## src/rtl/counter_seq_pkg.sv

```systemverilog
// counter_seq_pkg
// Shared definitions for the counter sequencer slice: default widths, FSM
// state encoding and a small state-decode helper.
// Optional build macro used by the slice: COUNTER_SEQ_DOWN_EN (down-count mode).
package counter_seq_pkg;

  localparam int CNT_W_DEF  = 2;
  localparam int LOOP_W_DEF = 4;

  typedef enum logic [1:0] {
    ST_IDLE = 2'd0,
    ST_RUN  = 2'd1,
    ST_HOLD = 2'd2,
    ST_DONE = 2'd3
  } state_e;

  // busy covers both the counting and the paused state
  function automatic logic is_busy(input state_e st);
    return (st == ST_RUN) || (st == ST_HOLD);
  endfunction

endpackage

```

## src/rtl/counter_seq_ctrl_if.sv

```systemverilog
// counter_seq_ctrl_if
// Command handshake bundle between a requester (master) and the sequencer
// (slave).
//   cmd_valid  : command offered by the master
//   cmd_ready  : sequencer can accept (idle)
//   cmd_limit  : inclusive terminal count
//   cmd_loops  : number of full wraps to run
//   cmd_dir    : count direction, 1 = down (only with COUNTER_SEQ_DOWN_EN)
interface counter_seq_ctrl_if
  import counter_seq_pkg::*;
#(
  parameter int CNT_W  = CNT_W_DEF,
  parameter int LOOP_W = LOOP_W_DEF
);

  logic              cmd_valid;
  logic              cmd_ready;
  logic [CNT_W-1:0]  cmd_limit;
  logic [LOOP_W-1:0] cmd_loops;
`ifdef COUNTER_SEQ_DOWN_EN
  logic              cmd_dir;

  modport master (output cmd_valid, output cmd_limit, output cmd_loops,
                  output cmd_dir, input cmd_ready);
  modport slave  (input cmd_valid, input cmd_limit, input cmd_loops,
                  input cmd_dir, output cmd_ready);
`else
  modport master (output cmd_valid, output cmd_limit, output cmd_loops,
                  input cmd_ready);
  modport slave  (input cmd_valid, input cmd_limit, input cmd_loops,
                  output cmd_ready);
`endif

endinterface

```

## src/rtl/counter_seq_ctrl_mod_counter.sv

```systemverilog
// mod_counter
// Modulo counter datapath owned by the sequencer.
//   clk, rst  : clock, synchronous active-high reset
//   clear     : force cnt to 0 (beats load and en)
//   load      : load cnt with load_val
//   load_val  : value loaded on load
//   en        : advance one step this cycle
//   dir       : 0 = up (0..limit), 1 = down (limit..0)
//   limit     : inclusive terminal / reload value
//   cnt       : registered counter value
//   at_term   : cnt sits on the terminal value for the current direction
module mod_counter #(
  parameter int CNT_W = 2
) (
  input  logic             clk,
  input  logic             rst,
  input  logic             clear,
  input  logic             load,
  input  logic [CNT_W-1:0] load_val,
  input  logic             en,
  input  logic             dir,
  input  logic [CNT_W-1:0] limit,
  output logic [CNT_W-1:0] cnt,
  output logic             at_term
);

  localparam logic [CNT_W-1:0] ZERO = {CNT_W{1'b0}};
  localparam logic [CNT_W-1:0] ONE  = CNT_W'(1);

  logic [CNT_W-1:0] cnt_r;
  logic             at_term_s;

  // terminal detect: top of range counting up, zero counting down
  always_comb begin
    at_term_s = 1'b0;
    if (dir) begin
      at_term_s = (cnt_r == ZERO);
    end else begin
      at_term_s = (cnt_r == limit);
    end
  end

  // counter register: clear > load > step; a wrap restarts from the start value
  always_ff @(posedge clk) begin
    if (rst) begin
      cnt_r <= ZERO;
    end else if (clear) begin
      cnt_r <= ZERO;
    end else if (load) begin
      cnt_r <= load_val;
    end else if (en) begin
      if (at_term_s) begin
        cnt_r <= dir ? limit : ZERO;
      end else if (dir) begin
        cnt_r <= cnt_r - ONE;
      end else begin
        cnt_r <= cnt_r + ONE;
      end
    end else begin
      cnt_r <= cnt_r;
    end
  end

  assign cnt     = cnt_r;
  assign at_term = at_term_s;

endmodule

```

## src/rtl/counter_seq_ctrl.sv

```systemverilog
// counter_seq_ctrl
// Command-driven sequencer: accepts (limit, loops), runs mod_counter for
// that many full wraps, supports pause (level) and abort, and pulses wrap on
// each return to the start value and done on normal completion.
//   clk, rst : clock, synchronous active-high reset
//   cmd_if   : command handshake (slave side)
//   pause    : level, freezes the counter while high
//   abort    : cancels the current run, back to idle without done
//   cnt      : registered counter value
//   busy     : counting or paused
//   wrap     : one-cycle pulse when cnt returns to its start value
//   done     : one-cycle pulse on normal completion
// Build option COUNTER_SEQ_DOWN_EN adds cmd_dir (down-counting runs).
module counter_seq_ctrl
  import counter_seq_pkg::*;
#(
  parameter int CNT_W  = CNT_W_DEF,
  parameter int LOOP_W = LOOP_W_DEF
) (
  input  logic               clk,
  input  logic               rst,
  counter_seq_ctrl_if.slave  cmd_if,
  input  logic               pause,
  input  logic               abort,
  output logic [CNT_W-1:0]   cnt,
  output logic               busy,
  output logic               wrap,
  output logic               done
);

  localparam logic [CNT_W-1:0]  CNT_ZERO  = {CNT_W{1'b0}};
  localparam logic [LOOP_W-1:0] LOOP_ZERO = {LOOP_W{1'b0}};
  localparam logic [LOOP_W-1:0] LOOP_ONE  = LOOP_W'(1);

  state_e            state_r, state_nx;
  logic [LOOP_W-1:0] loops_r, loops_nx;
  logic [CNT_W-1:0]  limit_r, limit_nx;
  logic              dir_r, dir_nx;
  logic              wrap_r, wrap_nx;
  logic              done_r, done_nx;
  logic              clr_s, load_s, en_s, at_term_s, cmd_dir_s;
  logic [CNT_W-1:0]  load_val_s;

`ifdef COUNTER_SEQ_DOWN_EN
  assign cmd_dir_s = cmd_if.cmd_dir;
`else
  assign cmd_dir_s = 1'b0;
`endif

  // next-state, loop bookkeeping and counter controls
  always_comb begin
    state_nx   = state_r;
    loops_nx   = loops_r;
    limit_nx   = limit_r;
    dir_nx     = dir_r;
    wrap_nx    = 1'b0;
    done_nx    = 1'b0;
    clr_s      = 1'b0;
    load_s     = 1'b0;
    en_s       = 1'b0;
    load_val_s = CNT_ZERO;
    case (state_r)
      ST_IDLE: begin
        if (cmd_if.cmd_valid) begin
          limit_nx   = cmd_if.cmd_limit;
          loops_nx   = cmd_if.cmd_loops;
          dir_nx     = cmd_dir_s;
          load_val_s = cmd_dir_s ? cmd_if.cmd_limit : CNT_ZERO;
          if (cmd_if.cmd_loops != LOOP_ZERO) begin
            load_s   = 1'b1;
            state_nx = ST_RUN;
          end else begin
            // zero-loop command completes at once with cnt parked at 0
            clr_s    = 1'b1;
            done_nx  = 1'b1;
            state_nx = ST_DONE;
          end
        end else begin
          state_nx = ST_IDLE;
        end
      end
      ST_RUN, ST_HOLD: begin
        if (abort) begin
          clr_s    = 1'b1;
          loops_nx = LOOP_ZERO;
          state_nx = ST_IDLE;
        end else if (pause) begin
          state_nx = ST_HOLD;
        end else begin
          // HOLD resumes counting on the edge that sees pause low, so a
          // pause sampled high for N cycles delays the run by exactly N
          en_s = 1'b1;
          if (at_term_s) begin
            wrap_nx  = 1'b1;
            loops_nx = loops_r - LOOP_ONE;
            if (loops_r == LOOP_ONE) begin
              // final wrap: park cnt at 0 even when counting down
              clr_s    = 1'b1;
              done_nx  = 1'b1;
              state_nx = ST_DONE;
            end else begin
              state_nx = ST_RUN;
            end
          end else begin
            state_nx = ST_RUN;
          end
        end
      end
      ST_DONE: begin
        state_nx = ST_IDLE;
      end
      default: begin
        clr_s    = 1'b1;
        state_nx = ST_IDLE;
      end
    endcase
  end

  // controller state, latched command and registered pulses
  always_ff @(posedge clk) begin
    if (rst) begin
      state_r <= ST_IDLE;
      loops_r <= LOOP_ZERO;
      limit_r <= CNT_ZERO;
      dir_r   <= 1'b0;
      wrap_r  <= 1'b0;
      done_r  <= 1'b0;
    end else begin
      state_r <= state_nx;
      loops_r <= loops_nx;
      limit_r <= limit_nx;
      dir_r   <= dir_nx;
      wrap_r  <= wrap_nx;
      done_r  <= done_nx;
    end
  end

  mod_counter #(.CNT_W(CNT_W)) u_cnt (
    .clk      (clk),
    .rst      (rst),
    .clear    (clr_s),
    .load     (load_s),
    .load_val (load_val_s),
    .en       (en_s),
    .dir      (dir_r),
    .limit    (limit_r),
    .cnt      (cnt),
    .at_term  (at_term_s)
  );

  assign cmd_if.cmd_ready = (state_r == ST_IDLE);
  assign busy             = is_busy(state_r);
  assign wrap             = wrap_r;
  assign done             = done_r;

endmodule

```

## src/flat_wrapper.sv

```systemverilog
// flat-port wrapper written by rule: the top's interface ports become plain ports
module counter_seq_ctrl_flat import counter_seq_pkg::*;
#(
  parameter int CNT_W  = CNT_W_DEF,
  parameter int LOOP_W = LOOP_W_DEF
)
  (clk, rst, pause, abort, cnt, busy, wrap, done, cmd_if_cmd_valid, cmd_if_cmd_limit, cmd_if_cmd_loops, cmd_if_cmd_ready);
  counter_seq_ctrl_if #(.CNT_W(CNT_W), .LOOP_W(LOOP_W)) cmd_if_i ();
  input  logic clk;
  input  logic rst;
  input  logic pause;
  input  logic abort;
  output logic [CNT_W-1:0] cnt;
  output logic busy;
  output logic wrap;
  output logic done;
  input wire logic [$bits(cmd_if_i.cmd_valid)-1:0] cmd_if_cmd_valid;
  input wire logic [$bits(cmd_if_i.cmd_limit)-1:0] cmd_if_cmd_limit;
  input wire logic [$bits(cmd_if_i.cmd_loops)-1:0] cmd_if_cmd_loops;
  output wire logic [$bits(cmd_if_i.cmd_ready)-1:0] cmd_if_cmd_ready;
  assign cmd_if_i.cmd_valid = cmd_if_cmd_valid;
  assign cmd_if_i.cmd_limit = cmd_if_cmd_limit;
  assign cmd_if_i.cmd_loops = cmd_if_cmd_loops;
  assign cmd_if_cmd_ready = cmd_if_i.cmd_ready;
  counter_seq_ctrl #(.CNT_W(CNT_W), .LOOP_W(LOOP_W)) u_core (.clk(clk), .rst(rst), .cmd_if(cmd_if_i), .pause(pause), .abort(abort), .cnt(cnt), .busy(busy), .wrap(wrap), .done(done));
endmodule
```

## config.mk

```make
export PLATFORM = sky130hd
export DESIGN_NAME = counter_seq_ctrl_flat
export DESIGN_NICKNAME = d
export VERILOG_FILES = /design/src/rtl/counter_seq_pkg.sv /design/src/rtl/counter_seq_ctrl_if.sv /design/src/rtl/counter_seq_ctrl_mod_counter.sv /design/src/rtl/counter_seq_ctrl.sv /design/src/flat_wrapper.sv
export SDC_FILE = /design/constraint.sdc
export NUM_CORES = 1
export LEC_CHECK = 0
export CORE_UTILIZATION = 43
export CTS_CLUSTER_DIAMETER = 120
export CTS_CLUSTER_SIZE = 10
export DETAILED_ROUTE_END_ITERATION = 10
export GPL_ROUTABILITY_DRIVEN = 0
export PLACE_DENSITY = 0.73
export SYNTH_ARGS = -nofsm -noshare
export SYNTH_HDL_FRONTEND = slang
export SYNTH_SLANG_ARGS = --single-unit
```

## constraint.sdc

```tcl
create_clock -name clk -period 1.7 [get_ports clk]
set_clock_uncertainty 0.2 [all_clocks]
set_input_delay 0.17 -clock clk [delete_from_list [all_inputs] [get_ports clk]]
set_output_delay 0.17 -clock clk [all_outputs]
set_load 0.02 [all_outputs]
```

==> results of run 1 <==
## kinds of logic after synthesis
logic type | share of synthesized area
simple gates | 0.2584
compound gates | 0.2230
flops | 0.3243
buf+inv | 0.05068
fa+ha+maj | 0.08446
xor+xnor | 0.04392
mux | 0.01520
## area by class of cell
type / instances / share of cell area
multi-input cells: 68 / 0.4304
repair buffers: 38 / 0.2837
flip-flops and latches: 12 / 0.2136
clock buffers: 4 / 0.03176
inverters: 7 / 0.02300
well taps: 16 / 0.01752
## stage by stage
| stage | setup TNS [ps] | power (mW) | utilization |
|---|---|---|---|
| floorplan | -173.8 | 0.4172 | - |
| global placement | -595.2 | 0.5082 | 0.6966 |
| detailed placement | -709.9 | 0.5123 | 0.6966 |
| CTS | -86.39 | 0.7494 | 0.7223 |
| global route | -378.7 | 0.7864 | 0.7327 |
| finish | -76.35 | 0.7485 | 0.7327 |
## metal layers
metal	wire, um	vias to the layer above	GRT usage
met1	797	371	0.2642
met4	38	0	0.09375
met2	879	26	0.3697
met5	0	-	0
met3	91	4	0.05000
li1	-	408	-
## synthesized netlist by cell type, drive strengths merged (2+ instances only)
cell type  count  area, um2
nand3          3      15.01
a21oi         11      55.05
nor2           8      30.03
clkbuf         2      7.510
nand2          5      18.77
ha             5      62.56
nor4           4      31.28
dfxtp         12      240.2
nor3           5      25.02
inv            7      26.28
xor2           2      32.53
o32ai          2      17.52
nor3b          3      22.52
o21a           2      15.01
nand2b         4      25.02
o21ai          3      18.77
## power by group through the flow
stage | Sequential, mW | Combinational, mW | Clock [mW]
after detailed placement | 0.314 | 0.198 | 0
after global placement | 0.314 | 0.194 | 0
after global routing | 0.310 | 0.221 | 0.255
final | 0.309 | 0.203 | 0.237
after floorplan | 0.314 | 0.104 | 0
after CTS | 0.308 | 0.200 | 0.242
## worst paths after layout
path	startpoint	endpoint	slack [ps]
worst max-delay path	u_core.state_r[0]$_SDFF_PP0_	u_core.u_cnt.cnt[1]$_SDFFE_PP0P_	-80
worst min-delay path	cmd_if_cmd_limit[0]	u_core.limit_r[0]$_SDFFE_PP0P_	260
worst max register to register	u_core.state_r[0]$_SDFF_PP0_	u_core.u_cnt.cnt[1]$_SDFFE_PP0P_	-80
worst min register to register	u_core.u_cnt.cnt[0]$_SDFFE_PP0P_	u_core.u_cnt.cnt[0]$_SDFFE_PP0P_	300
## registers in the layout, indices dropped and copies added (netlist names)
register and count:
u_core.done 1, u_core.limit_r 2, u_core.wrap 1, u_core.u_cnt.cnt 2
u_core.state_r 2, u_core.loops_r 4
## timing repair
| action | in CTS | in global routing |
|---|---|---|
| endpoints found under the setup margin | 5 | 8 |
| buffers inserted | 1 | 0 |
| pin swaps | 1 | 1 |
| gates resized for setup | 3 | 4 |
## tightest hold or removal path: stages
cell and delay [ps]:
clkdlybuf4s50_1 400, nand3_1 70, a21oi_1 50
==> flow_metrics.env, run 1 <==
export IMPL_fin_crit_sh=1.045
export IMPL_io_pins=17
export IMPL_crit_arrival_ps=1750
export IMPL_wl_per_cell_um=12.47
export IMPL_syn_nets=106
export IMPL_cts_tree="yes"
export IMPL_min_path_cells=3
export IMPL_holdWs_ps=255.1
export IMPL_diodes=0
export IMPL_cts_clk_slew_worst_paths_ps=80
export IMPL_tightest_slew_ps=333.5
export IMPL_final_common_cell="buf_4"
export IMPL_final_setup_viol_count=1
export IMPL_place_inst=140
export IMPL_ys_ff_latch=12
export IMPL_cts_max_level=1
export IMPL_reg2reg_depth=6
export IMPL_end_kind="register"
export IMPL_numCtsBuffers=3
export IMPL_powerDensity_nw_per_um2=655.3
export IMPL_layout_common_cells="buf_4, clkdlybuf4s50_1, a21oi_1"
export IMPL_start_util=0.4751
export IMPL_slowest_delay_ps=410
export IMPL_synthArstFlopShare=0
export IMPL_power_frac_comb=0.271
export IMPL_multi_input_area_um2=491.7
export IMPL_peakVddDrop_mv=0.5652
export IMPL_die_h_um=43.51
export IMPL_fin_ws_ps=-76.35
export IMPL_overflow=0
export IMPL_cp_num_buf_inv=1
export IMPL_fp_row_count=14
export IMPL_fillers=117
export IMPL_vias=809
export IMPL_yosys_cell_types_count=30
export IMPL_rsz0062_at_grt="yes"
export IMPL_fin_area_um2=1142
export IMPL_drc_errors=0
export IMPL_ys_seq_area_frac=0.3243
export IMPL_antenna_found_initial=0
export IMPL_ys_warn_count=0
export IMPL_clock_power_share=0.317
export IMPL_clock_latency_ps=280
export IMPL_detailed_place_hpwl_mm=1.455
export IMPL_power_leakage_nw=0.4856
export IMPL_worst_path_stages=6
export IMPL_p_sw_uw=211.1
export IMPL_nets=146
export IMPL_die_x_um=43.51
export IMPL_pre_cts_ws_ps=-282.6
export IMPL_p_int_uw=537.5
export IMPL_ant_nets=0
export IMPL_finalHoldViolations=0
export IMPL_firstDrtPassIters=4
export IMPL_cts_sinks=12
export IMPL_cap_violations=0
export IMPL_slowest_stage="or3b_4"
export IMPL_design_core_area_um2=1559
export IMPL_grt_pass1_vias=749
export IMPL_violations="setup timing"
export IMPL_path_max_fanout=6
export IMPL_path_delay_family="simple AND/OR/NAND/NOR gates"
export IMPL_drt_iter0_markers=21
export IMPL_synth_edf_count=0
export IMPL_seq_power_share=0.412
export IMPL_wl_mm=1.808
export IMPL_drive_above_1_share=0.3178
export IMPL_via_per_inst=5.579
export IMPL_crit_type="reg2reg"
export IMPL_grt_pass1_wl_mm=3.036
export IMPL_synth_flop_cell="dfxtp_1"
export IMPL_regArea_um2=244.0
export IMPL_worstHoldPathType="in2reg"
export IMPL_p_sw_frac=0.2820
export IMPL_syn_cell_area_um2=740.7
export IMPL_io_buffers=16
export IMPL_required_ps=1680
export IMPL_netlist_instances=90
export IMPL_final_max_slew_viol_count=0
export IMPL_root_buffer="clkbuf_4"
export IMPL_die_area_um2=1893
export IMPL_clock_fmax_mhz=563.0
export IMPL_clock_path_buffers=2
export IMPL_syn_area_per_cell_um2=8.230
export IMPL_grt_total_usage=0.2181
export IMPL_stdcell_count=145
export IMPL_min_period_ps=1776
export IMPL_slew_headroom=0.7758
export IMPL_outcome="complete, but fails checks"
export IMPL_path_cells="inv_2 -> ha_4 -> or3b_4 -> o31a_1 -> nor2_1 -> nor3_1"
export IMPL_place_area_um2=1086
export IMPL_grt_max_degree=11
export IMPL_area_delta_synth_final_pct=54.22
export IMPL_postCtsHoldBufs=0
export IMPL_cp_start_kind="register"
(Power assumes the default switching activity.)
==> run 2: changes to the inputs <==
Settings changed: SLEW_MARGIN from default to 40.
==> results of run 2 <==
The final DEF is identical to that of run 1; final timing and power are the same.
